$ cat config.mk
export PLATFORM = sky130hd
export DESIGN_NAME = mrc_ec_pass_sequencer
export DESIGN_NICKNAME = d
export VERILOG_FILES = /design/src/rtl/mrc_seq_pkg.sv /design/src/rtl/mrc_sign_vote.sv /design/src/rtl/mrc_ec_pass_sequencer.sv
export SDC_FILE = /design/constraint.sdc
export NUM_CORES = 1
export LEC_CHECK = 0
export CAP_MARGIN = 0
export CORE_MARGIN = 2
export CORE_UTILIZATION = 62
export CTS_BUF_LIST = sky130_fd_sc_hd__clkbuf_16
export CTS_CLUSTER_DIAMETER = 80
export CTS_CLUSTER_SIZE = 16
export DETAILED_ROUTE_END_ITERATION = 8
export DONT_BUFFER_PORTS = 1
export HOLD_SLACK_MARGIN = 0.05
export PLACE_DENSITY_LB_ADDON = 0.25
export SLEW_MARGIN = 30
export SYNTH_ARGS = -nofsm -noshare
export SYNTH_HDL_FRONTEND = slang
export SYNTH_SLANG_ARGS = --single-unit
$ cat constraint.sdc
create_clock -name clk -period 4.4 [get_ports clk]
set_clock_uncertainty 0.2 [all_clocks]
set_input_delay 0.88 -clock clk [delete_from_list [all_inputs] [get_ports clk]]
set_output_delay 0.88 -clock clk [all_outputs]
set_load 0.05 [all_outputs]
$ cat src/rtl/mrc_seq_pkg.sv
// mrc_seq_pkg: shared definitions for the skip-digit error-correcting MRC pass sequencer.
// Holds the sign encoding, the skip-index width and the sequencer FSM state type.
package mrc_seq_pkg;

  localparam int SKIP_W = 3;

  localparam logic [1:0] SGN_POS = 2'b00;
  localparam logic [1:0] SGN_NEG = 2'b01;
  localparam logic [1:0] SGN_INV = 2'b10;

  typedef enum logic [1:0] {
    ST_IDLE  = 2'd0,
    ST_ISSUE = 2'd1,
    ST_DRAIN = 2'd2,
    ST_DONE  = 2'd3
  } seq_state_e;

  // A pass result is legitimate only when the range bit (MSB) is clear.
  function automatic logic sgn_is_valid(input logic [1:0] s);
    return (s[1] == 1'b0);
  endfunction

endpackage

$ cat src/rtl/mrc_sign_vote.sv
// mrc_sign_vote: combinational vote over NUM_SKIP skip-digit pass signs for one channel.
// Unanimous valid passes give a clean sign; a single surviving valid pass is a
// correction at its skip index; anything else is reported uncorrectable.
module mrc_sign_vote
  import mrc_seq_pkg::*;
#(
  parameter int NUM_SKIP = 4
) (
  input  logic [NUM_SKIP-1:0][1:0] sgn_in,
  output logic [1:0]               sgn_out,
  output logic                     corr,
  output logic                     uncorr,
  output logic [SKIP_W-1:0]        skip
);

  logic [3:0]        n_valid;
  logic              agree;
  logic [1:0]        single_sgn;
  logic [SKIP_W-1:0] single_idx;

  // Tally the valid passes, remember the last valid one, and check full agreement.
  always_comb begin
    n_valid    = '0;
    agree      = 1'b1;
    single_sgn = SGN_INV;
    single_idx = '0;
    for (int i = 0; i < NUM_SKIP; i++) begin
      if (sgn_is_valid(sgn_in[i])) begin
        n_valid    = n_valid + 4'd1;
        single_sgn = sgn_in[i];
        single_idx = SKIP_W'(i);
      end
      if (sgn_in[i] != sgn_in[0]) begin
        agree = 1'b0;
      end
    end
  end

  // Resolve the tally into the voted sign and correction status.
  always_comb begin
    sgn_out = SGN_INV;
    corr    = 1'b0;
    uncorr  = 1'b1;
    skip    = '0;
    if ((n_valid == 4'(NUM_SKIP)) && agree) begin
      sgn_out = sgn_in[0];
      uncorr  = 1'b0;
    end else if (n_valid == 4'd1) begin
      sgn_out = single_sgn;
      corr    = 1'b1;
      uncorr  = 1'b0;
      skip    = single_idx;
    end
  end

endmodule

$ cat src/rtl/mrc_ec_pass_sequencer.sv
// mrc_ec_pass_sequencer: issues NUM_SKIP back-to-back skip-digit passes per accepted
// residue word into the no-stall MRC pipe, tracks the fixed pipe latency, captures
// the dual A/B sign returns and votes them into a corrected result.
// Optional build macro MRC_SEQ_PERF_CNT_EN adds saturating word/corr/uncorr counters.
module mrc_ec_pass_sequencer
  import mrc_seq_pkg::*;
#(
  parameter int DATA_WIDTH = 18,
  parameter int NUM_SKIP   = 4,
  parameter int PIPE_LAT   = 6,
  parameter int TAG_W      = 4
) (
  input  logic                  clk,
  input  logic                  rst_n,
  input  logic                  req_valid,
  output logic                  req_ready,
  input  logic [TAG_W-1:0]      req_tag,
  input  logic [DATA_WIDTH-1:0] req_digit,
  output logic                  pipe_issue,
  output logic [SKIP_W-1:0]     pipe_skip_sel,
  output logic [DATA_WIDTH-1:0] pipe_digit,
  input  logic [1:0]            pipe_sgn_A,
  input  logic [1:0]            pipe_sgn_B,
  output logic                  res_valid,
  input  logic                  res_ready,
  output logic [TAG_W-1:0]      res_tag,
  output logic [1:0]            res_sgn_A,
  output logic [1:0]            res_sgn_B,
  output logic [1:0]            res_corr,
  output logic [1:0]            res_uncorr,
  output logic [SKIP_W-1:0]     res_skip_A,
  output logic [SKIP_W-1:0]     res_skip_B
`ifdef MRC_SEQ_PERF_CNT_EN
  ,
  output logic [31:0]           cnt_words,
  output logic [31:0]           cnt_corr,
  output logic [31:0]           cnt_uncorr
`endif
);

  seq_state_e                     state_q, state_d;
  logic [SKIP_W-1:0]              pass_cnt;
  logic [TAG_W-1:0]               tag_q;
  logic [PIPE_LAT-1:0]            trk_vld;
  logic [PIPE_LAT-1:0][SKIP_W-1:0] trk_skip;
  logic [NUM_SKIP-1:0][1:0]       slot_a, slot_b;
  logic [NUM_SKIP-1:0][1:0]       vote_in_a, vote_in_b;
  logic                           accept, last_pass, cap_en, last_cap, finish;
  logic [SKIP_W-1:0]              cap_idx;
  logic [1:0]                     v_sgn_a, v_sgn_b;
  logic                           v_corr_a, v_corr_b, v_uncorr_a, v_uncorr_b;
  logic [SKIP_W-1:0]              v_skip_a, v_skip_b;

  assign accept    = req_valid & req_ready;
  assign last_pass = (pass_cnt == SKIP_W'(NUM_SKIP - 1));
  assign cap_en    = trk_vld[PIPE_LAT-1];
  assign cap_idx   = trk_skip[PIPE_LAT-1];
  assign last_cap  = cap_en & (cap_idx == SKIP_W'(NUM_SKIP - 1));
  assign finish    = (state_q == ST_DRAIN) & last_cap;

  // State register.
  always_ff @(posedge clk or negedge rst_n) begin
    if (!rst_n) begin
      state_q <= ST_IDLE;
    end else begin
      state_q <= state_d;
    end
  end

  // Next-state logic: accept, issue every pass, drain the pipe, hold the result.
  always_comb begin
    state_d = state_q;
    case (state_q)
      ST_IDLE:  if (accept)    state_d = ST_ISSUE;
      ST_ISSUE: if (last_pass) state_d = ST_DRAIN;
      ST_DRAIN: if (last_cap)  state_d = ST_DONE;
      ST_DONE:  if (res_ready) state_d = ST_IDLE;
      default:                 state_d = ST_IDLE;
    endcase
  end

  // Outputs decoded from state; req_ready is forced low while reset is held.
  always_comb begin
    req_ready     = (state_q == ST_IDLE) & rst_n;
    pipe_issue    = (state_q == ST_ISSUE);
    pipe_skip_sel = (state_q == ST_ISSUE) ? pass_cnt : '0;
    res_valid     = (state_q == ST_DONE);
  end

  // Request capture and pass counter.
  always_ff @(posedge clk or negedge rst_n) begin
    if (!rst_n) begin
      tag_q      <= '0;
      pipe_digit <= '0;
      pass_cnt   <= '0;
    end else if (accept) begin
      tag_q      <= req_tag;
      pipe_digit <= req_digit;
      pass_cnt   <= '0;
    end else if (state_q == ST_ISSUE) begin
      pass_cnt   <= pass_cnt + SKIP_W'(1);
    end
  end

  // Latency tracker: each issued pass reappears PIPE_LAT cycles later with its skip index.
  always_ff @(posedge clk or negedge rst_n) begin
    if (!rst_n) begin
      trk_vld  <= '0;
      trk_skip <= '0;
    end else begin
      for (int i = PIPE_LAT - 1; i > 0; i--) begin
        trk_vld[i]  <= trk_vld[i-1];
        trk_skip[i] <= trk_skip[i-1];
      end
      trk_vld[0]  <= pipe_issue;
      trk_skip[0] <= pipe_skip_sel;
    end
  end

  // Merge the returning sign into its slot so the vote sees a capture in the same cycle.
  always_comb begin
    vote_in_a = slot_a;
    vote_in_b = slot_b;
    for (int i = 0; i < NUM_SKIP; i++) begin
      if (cap_en && (cap_idx == SKIP_W'(i))) begin
        vote_in_a[i] = pipe_sgn_A;
        vote_in_b[i] = pipe_sgn_B;
      end
    end
  end

  // Sign slots, one per skip index, updated when a tracked pass emerges.
  always_ff @(posedge clk or negedge rst_n) begin
    if (!rst_n) begin
      slot_a <= '0;
      slot_b <= '0;
    end else begin
      slot_a <= vote_in_a;
      slot_b <= vote_in_b;
    end
  end

  mrc_sign_vote #(.NUM_SKIP(NUM_SKIP)) u_vote_a (
    .sgn_in  (vote_in_a),
    .sgn_out (v_sgn_a),
    .corr    (v_corr_a),
    .uncorr  (v_uncorr_a),
    .skip    (v_skip_a)
  );

  mrc_sign_vote #(.NUM_SKIP(NUM_SKIP)) u_vote_b (
    .sgn_in  (vote_in_b),
    .sgn_out (v_sgn_b),
    .corr    (v_corr_b),
    .uncorr  (v_uncorr_b),
    .skip    (v_skip_b)
  );

  // Result registers, loaded once on entry to DONE and held until consumed.
  always_ff @(posedge clk or negedge rst_n) begin
    if (!rst_n) begin
      res_tag    <= '0;
      res_sgn_A  <= '0;
      res_sgn_B  <= '0;
      res_corr   <= '0;
      res_uncorr <= '0;
      res_skip_A <= '0;
      res_skip_B <= '0;
    end else if (finish) begin
      res_tag    <= tag_q;
      res_sgn_A  <= v_sgn_a;
      res_sgn_B  <= v_sgn_b;
      res_corr   <= {v_corr_b, v_corr_a};
      res_uncorr <= {v_uncorr_b, v_uncorr_a};
      res_skip_A <= v_skip_a;
      res_skip_B <= v_skip_b;
    end
  end

`ifdef MRC_SEQ_PERF_CNT_EN
  // Saturating performance counters advanced on each result handshake.
  always_ff @(posedge clk or negedge rst_n) begin
    if (!rst_n) begin
      cnt_words  <= '0;
      cnt_corr   <= '0;
      cnt_uncorr <= '0;
    end else if (res_valid && res_ready) begin
      if (cnt_words != '1)                    cnt_words  <= cnt_words + 32'd1;
      if ((|res_corr) && (cnt_corr != '1))     cnt_corr   <= cnt_corr + 32'd1;
      if ((|res_uncorr) && (cnt_uncorr != '1)) cnt_uncorr <= cnt_uncorr + 32'd1;
    end
  end
`endif

endmodule

Word-level counts from Yosys, hierarchy flattened --
Index checks and enable logic that the tools add are counted.
Word-level totals: memory bits (read-only) 0, register bits after elaboration 85, bits in latches 0, memories kept 0, word-level logic and storage cells 128, input bits 30, output and inout port bits 42, RAM bits 0
Cells by class: mux-type cells 60, $add $sub $neg 7, shift operators 0, divide/modulo/power cells 0, multiply operators 0, reduce and logical (&&, ||, !) cells 10, magnitude comparators 0, equality and inequality tests 21, bitwise operators 4
Operators by type and width (number):
- $mux 2 | 30
- $add 4x1->4 const B | 6
- $mux 4 | 6
- $mux 1 | 18
- $mux 3 | 5
- $ne 2x2->1 | 6
- $eq 3x2->1 const B | 3
- $eq 4x1->1 const B | 2
- $eq 4x3->1 const B | 2
- $pmux 2 s4 | 1
- $logic_and 1x1->1 | 6
- $and 1x1->1 | 4
- $eq 2x2->1 const B | 2
- $ne 2x1->1 const B | 2
- $ne 2x2->1 const B | 2
- $reduce_and 4->1 | 1
- $add 3x1->3 const B | 1
- $eq 3x1->1 const B | 1
- $logic_not 3->1 | 1
- $eq 2x1->1 const B | 1
- $logic_not 2->1 | 1
- $reduce_bool 2->1 | 1

Depth between registers and ports, before layout --
depth in word-level cells 13, mapped depth 13, gate-level depth less buffers 12

Hierarchy --
Synthesis repeated with hierarchy kept, for this count alone.
Unflattened totals: cell total of the unflattened synthesis 258, area, all modules 3701.0 um^2
Modules (own cells, without submodules):
- mrc_ec_pass_sequencer | cells each 182, instances 1, area each 3119.2 um^2, seq. area each 2127.0 um^2
- mrc_sign_vote (u_vote_a) | cells each 38, instances 1, area each 294.0 um^2, seq. area each 0.0 um^2
- mrc_sign_vote (u_vote_b) | cells each 38, instances 1, area each 287.8 um^2, seq. area each 0.0 um^2

Worst setup path after synthesis --
Ideal clock, no wire load.
kind register to register, start point register trk_skip, in the netlist cap_idx[0], end point register res_sgn_A[1], setup time 0.121 ns, path buffers 0, setup slack 0.767 ns, cell stages (with the launch flop) 12, period minus slack after synthesis 3.633 ns, required time 4.079 ns, data arrival time 3.312 ns, cell sequence dfrtp_1 -> nor4b_4 -> mux2i_1 -> inv_1 -> ha_1 -> xnor2_1 -> ha_1 -> inv_1 -> and3_1 -> o311a_1 -> or4_1 -> a22o_1
RTL lines:
- start, declared | RTL line mrc_ec_pass_sequencer.sv:45 | logic [PIPE_LAT-1:0][SKIP_W-1:0] trk_skip;
- start signal, assigned by index | RTL line mrc_ec_pass_sequencer.sv:113 | trk_skip[i] <= trk_skip[i-1];
- end signal, assigned | RTL line mrc_ec_pass_sequencer.sv:171 | res_sgn_A <= v_sgn_a;
- end, declared | RTL line mrc_ec_pass_sequencer.sv:27 | output logic [1:0] res_sgn_A,

==> out/qor.txt <==
status = completed
Slew headroom = 38.02%
largest family of logic cells by synthesized area = simple AND/OR/NAND/NOR gates
Avg Inst Size Synth = 10.57 µm²
Clk Latency, worst-skew pair = 0.33 ns
RSZ-0062 raised after global routing = false
final hold slack = 0.1467 ns
Worst R2R Start = cap_idx[0]$_DFF_PN0_
r2r endpoint = res_sgn_A[1]$_DFFE_PN0P_
most frequent cells in the layout = 90 x nand2_1, 83 x dfrtp_1, 24 x inv_1
Detail Placement HPWL = 4567 µm
clk buf depth = 2
worst slew pin tran = 0.9263 ns
Total GRT Usage = 24.72%
post-synthesis mux area share = 4.993%
Critical Path End = res_sgn_A[1]$_DFFE_PN0P_
Post-Synthesis Cells = 332
R2R depth = 11
Finished Layout Cells = 417
min-delay worst type = flip-flop to flip-flop
Leakage = 1.994 nW
Max-cap violations = 0
routed vias/inst = 5.655
Crit. End Element = flip-flop
flop2flop setup slack = 0.54 ns
power density over the cells = 877.8 nW/µm²
cts bufs inserted = 9
total die area = 6277 µm²
Initial Util = 64.11%
xor/xnor cell area share of the yosys netlist = 0.9986%
post-synthesis cell area = 3508 µm²
Die Width = 79.23 µm
CTS resizes = 0
final worst path period need = 3.861 ns
# Post-CTS Setup Buffers = 0
final hold violations = 0
Synthesis Warnings = 0
Crit Path Category = flip-flop to flip-flop
placed cells = 400
CP Data Arrival Time = 3.88 ns
vias in the first global route = 2364
CTS tree = built
part of the cycle the worst path needs = 87.75%
post-synthesis sequential area ratio = 59.20%
die height = 79.23 µm
WL final = 6902 µm
number of synthesized flops with an enable pin = 0
Final TNS setup = 0 ns
Worst Setup SP = cap_idx[0]$_DFF_PN0_
Post-Synth Adder-Cell Area = 3.923%
Final nets = 381
number of port buffers = 0
Routed Antenna Nets = 0
gp weighted congestion = 0.9314
crit path max fanout = 6
core footprint = 5473 µm²
via count = 2358
DRC = 0
Startpoint Class = flip-flop
Iter 0 DRT Violations = 196
fin. max-slew vios = 0
average wire per cell in the routed design = 16.55 µm
Final setup viols = 0
share of cells above drive strength 1 = 9.275%
Post-Synth Simple-Gate Area = 17.80%
VDD IR max = 0.6021 mV
IO Pins = 72
ANT cells = 0
synthesis-to-finish area growth = 12.48%
#FFs+latches synth = 83
row count = 27
total global routing overflow = 0
Pwr Total = 3.464 mW
Clock Sinks = 83
worst path required time = 4.42 ns
pin count of the biggest net entering global routing = 84
Detailed Routing Iterations Pass 1 = 5
Worst-path clk slew = 0.06 ns
CTS Root Cell = clkbuf_16
fraction of registers with async set/reset = 100.0%
initial antenna violation count = 0
f_max = 259.0 MHz
most common cell after layout, fill and taps aside = nand2_1
Synth Area in Compound Gates = 8.880%
first-pass GRT wire length = 11590 µm
Synth cell types = 47
ys flop type = dfrtp_1
CTS HTree Levels = 3
[state kept, by name, indices dropped and copies added, names as in the netlist]
| register | cells |
|---|---|
| cap_idx | 3 |
| pass_cnt | 3 |
| pipe_digit | 18 |
| res_corr | 2 |
| res_sgn_A | 2 |
| res_sgn_B | 2 |
| res_skip_A | 2 |
| res_skip_B | 2 |
| res_tag | 4 |
| res_uncorr | 2 |
| slot_a | 8 |
| slot_b | 8 |
| state_q | 2 |
| tag_q | 4 |
| trk_skip | 15 |
| trk_vld | 6 |
[power by group]
| group | internal [mW] | total, mW | switching (mW) |
|---|---|---|---|
| clock network | 0.495 | 0.785 | 0.290 |
| registers | 1.04 | 1.54 | 0.499 |
| logic | 0.435 | 1.14 | 0.702 |
[worst max-delay path, stage by stage (launching register included)]
cell and delay [ns]:
dfrtp_1 0.43, nor4b_4 0.44, mux2i_1 0.48, inv_1 0.15, ha_1 0.38, xnor2_1 0.18
ha_1 0.21, inv_1 0.07, and3_1 0.15, o311a_1 0.34, or4_1 0.52, a22o_1 0.21
[layout make-up]
| class | instances | area [µm²] |
|---|---|---|
| flip-flops and latches | 83 | 2077 |
| fillers | 410 | 1526 |
| multi-input cells | 214 | 1291 |
| clock buffers | 9 | 225.2 |
| clock inverters | 7 | 92.59 |
| inverters | 24 | 90.09 |
| well taps | 72 | 90.09 |
| repair buffers | 8 | 80.08 |
[metrics by stage]
| stage | setup slack (ns) | area, µm² | utilization [%] |
|---|---|---|---|
| 6_report | 0.5391 | 3946 | 72.11 |
| 5_1_grt | 0.3655 | 3946 | 72.11 |
| 4_1_cts | 0.5671 | 3946 | 72.11 |
| 3_5_place_dp | 0.5656 | 3601 | 65.80 |
| 3_3_place_gp | 0.7378 | 3601 | 65.80 |
| 2_1_floorplan | 0.7669 | 3512 | - |
[Yosys cell counts (3+ instances only)]
| library cell | count | area, µm² |
|---|---|---|
| a211oi_1 | 3 | 22.52 |
| a21oi_1 | 7 | 35.03 |
| a22o_1 | 6 | 52.55 |
| a31oi_1 | 3 | 18.77 |
| and2_1 | 3 | 18.77 |
| and3_1 | 3 | 18.77 |
| clkbuf_1 | 9 | 33.78 |
| dfrtp_1 | 83 | 2077 |
| ha_1 | 11 | 137.6 |
| inv_1 | 23 | 86.33 |
| mux2_2 | 4 | 45.04 |
| mux2i_1 | 13 | 130.1 |
| nand2_1 | 90 | 337.8 |
| nand3_1 | 4 | 20.02 |
| nor2_1 | 14 | 52.55 |
| nor3_1 | 3 | 15.01 |
| nor3b_1 | 4 | 30.03 |
| o21ai_0 | 7 | 35.03 |
| or3_1 | 3 | 18.77 |
| xnor2_1 | 3 | 26.28 |
[worst min-delay path by stage]
stage	startpoint	slack, ns	endpoint	depth (start not counted)
CTS	trk_vld[2]$_DFF_PN0_	0.15	trk_vld[3]$_DFF_PN0_	0
detailed placement	trk_skip[8]$_DFF_PN0_	0.13	trk_skip[11]$_DFF_PN0_	0
floorplan	trk_skip[12]$_DFF_PN0_	0.13	cap_idx[0]$_DFF_PN0_	0
global placement	trk_vld[1]$_DFF_PN0_	0.13	trk_vld[2]$_DFF_PN0_	0
finish	trk_vld[2]$_DFF_PN0_	0.15	trk_vld[3]$_DFF_PN0_	0
global route	trk_skip[10]$_DFF_PN0_	0.15	trk_skip[13]$_DFF_PN0_	0
[logic make-up (layout without fill, tap and decap cells)]
kind of cell,after synthesis,after routing
compound gates,44,44
xor+xnor,4,4
fa+ha+maj,11,11
buf+inv,36,48
flops,83,83
mux,17,17
other cells,1,2
simple gates,136,136
[what timing repair did]
item | CTS | global route
hold buffers | 1 | 0
endpoints found under the hold margin | 83 | 0
setup endpoints to repair | 0 | 0
[metal layers]
layer	track usage (%)	vias to the layer above	part of all wire, %
li1	-	1127	-
met4	10.69	0	2.7
met3	7.386	19	8.1
met1	33.25	1121	44
met2	37.63	91	45
met5	0	-	0
Note: power is estimated with default switching activity, not from simulation.
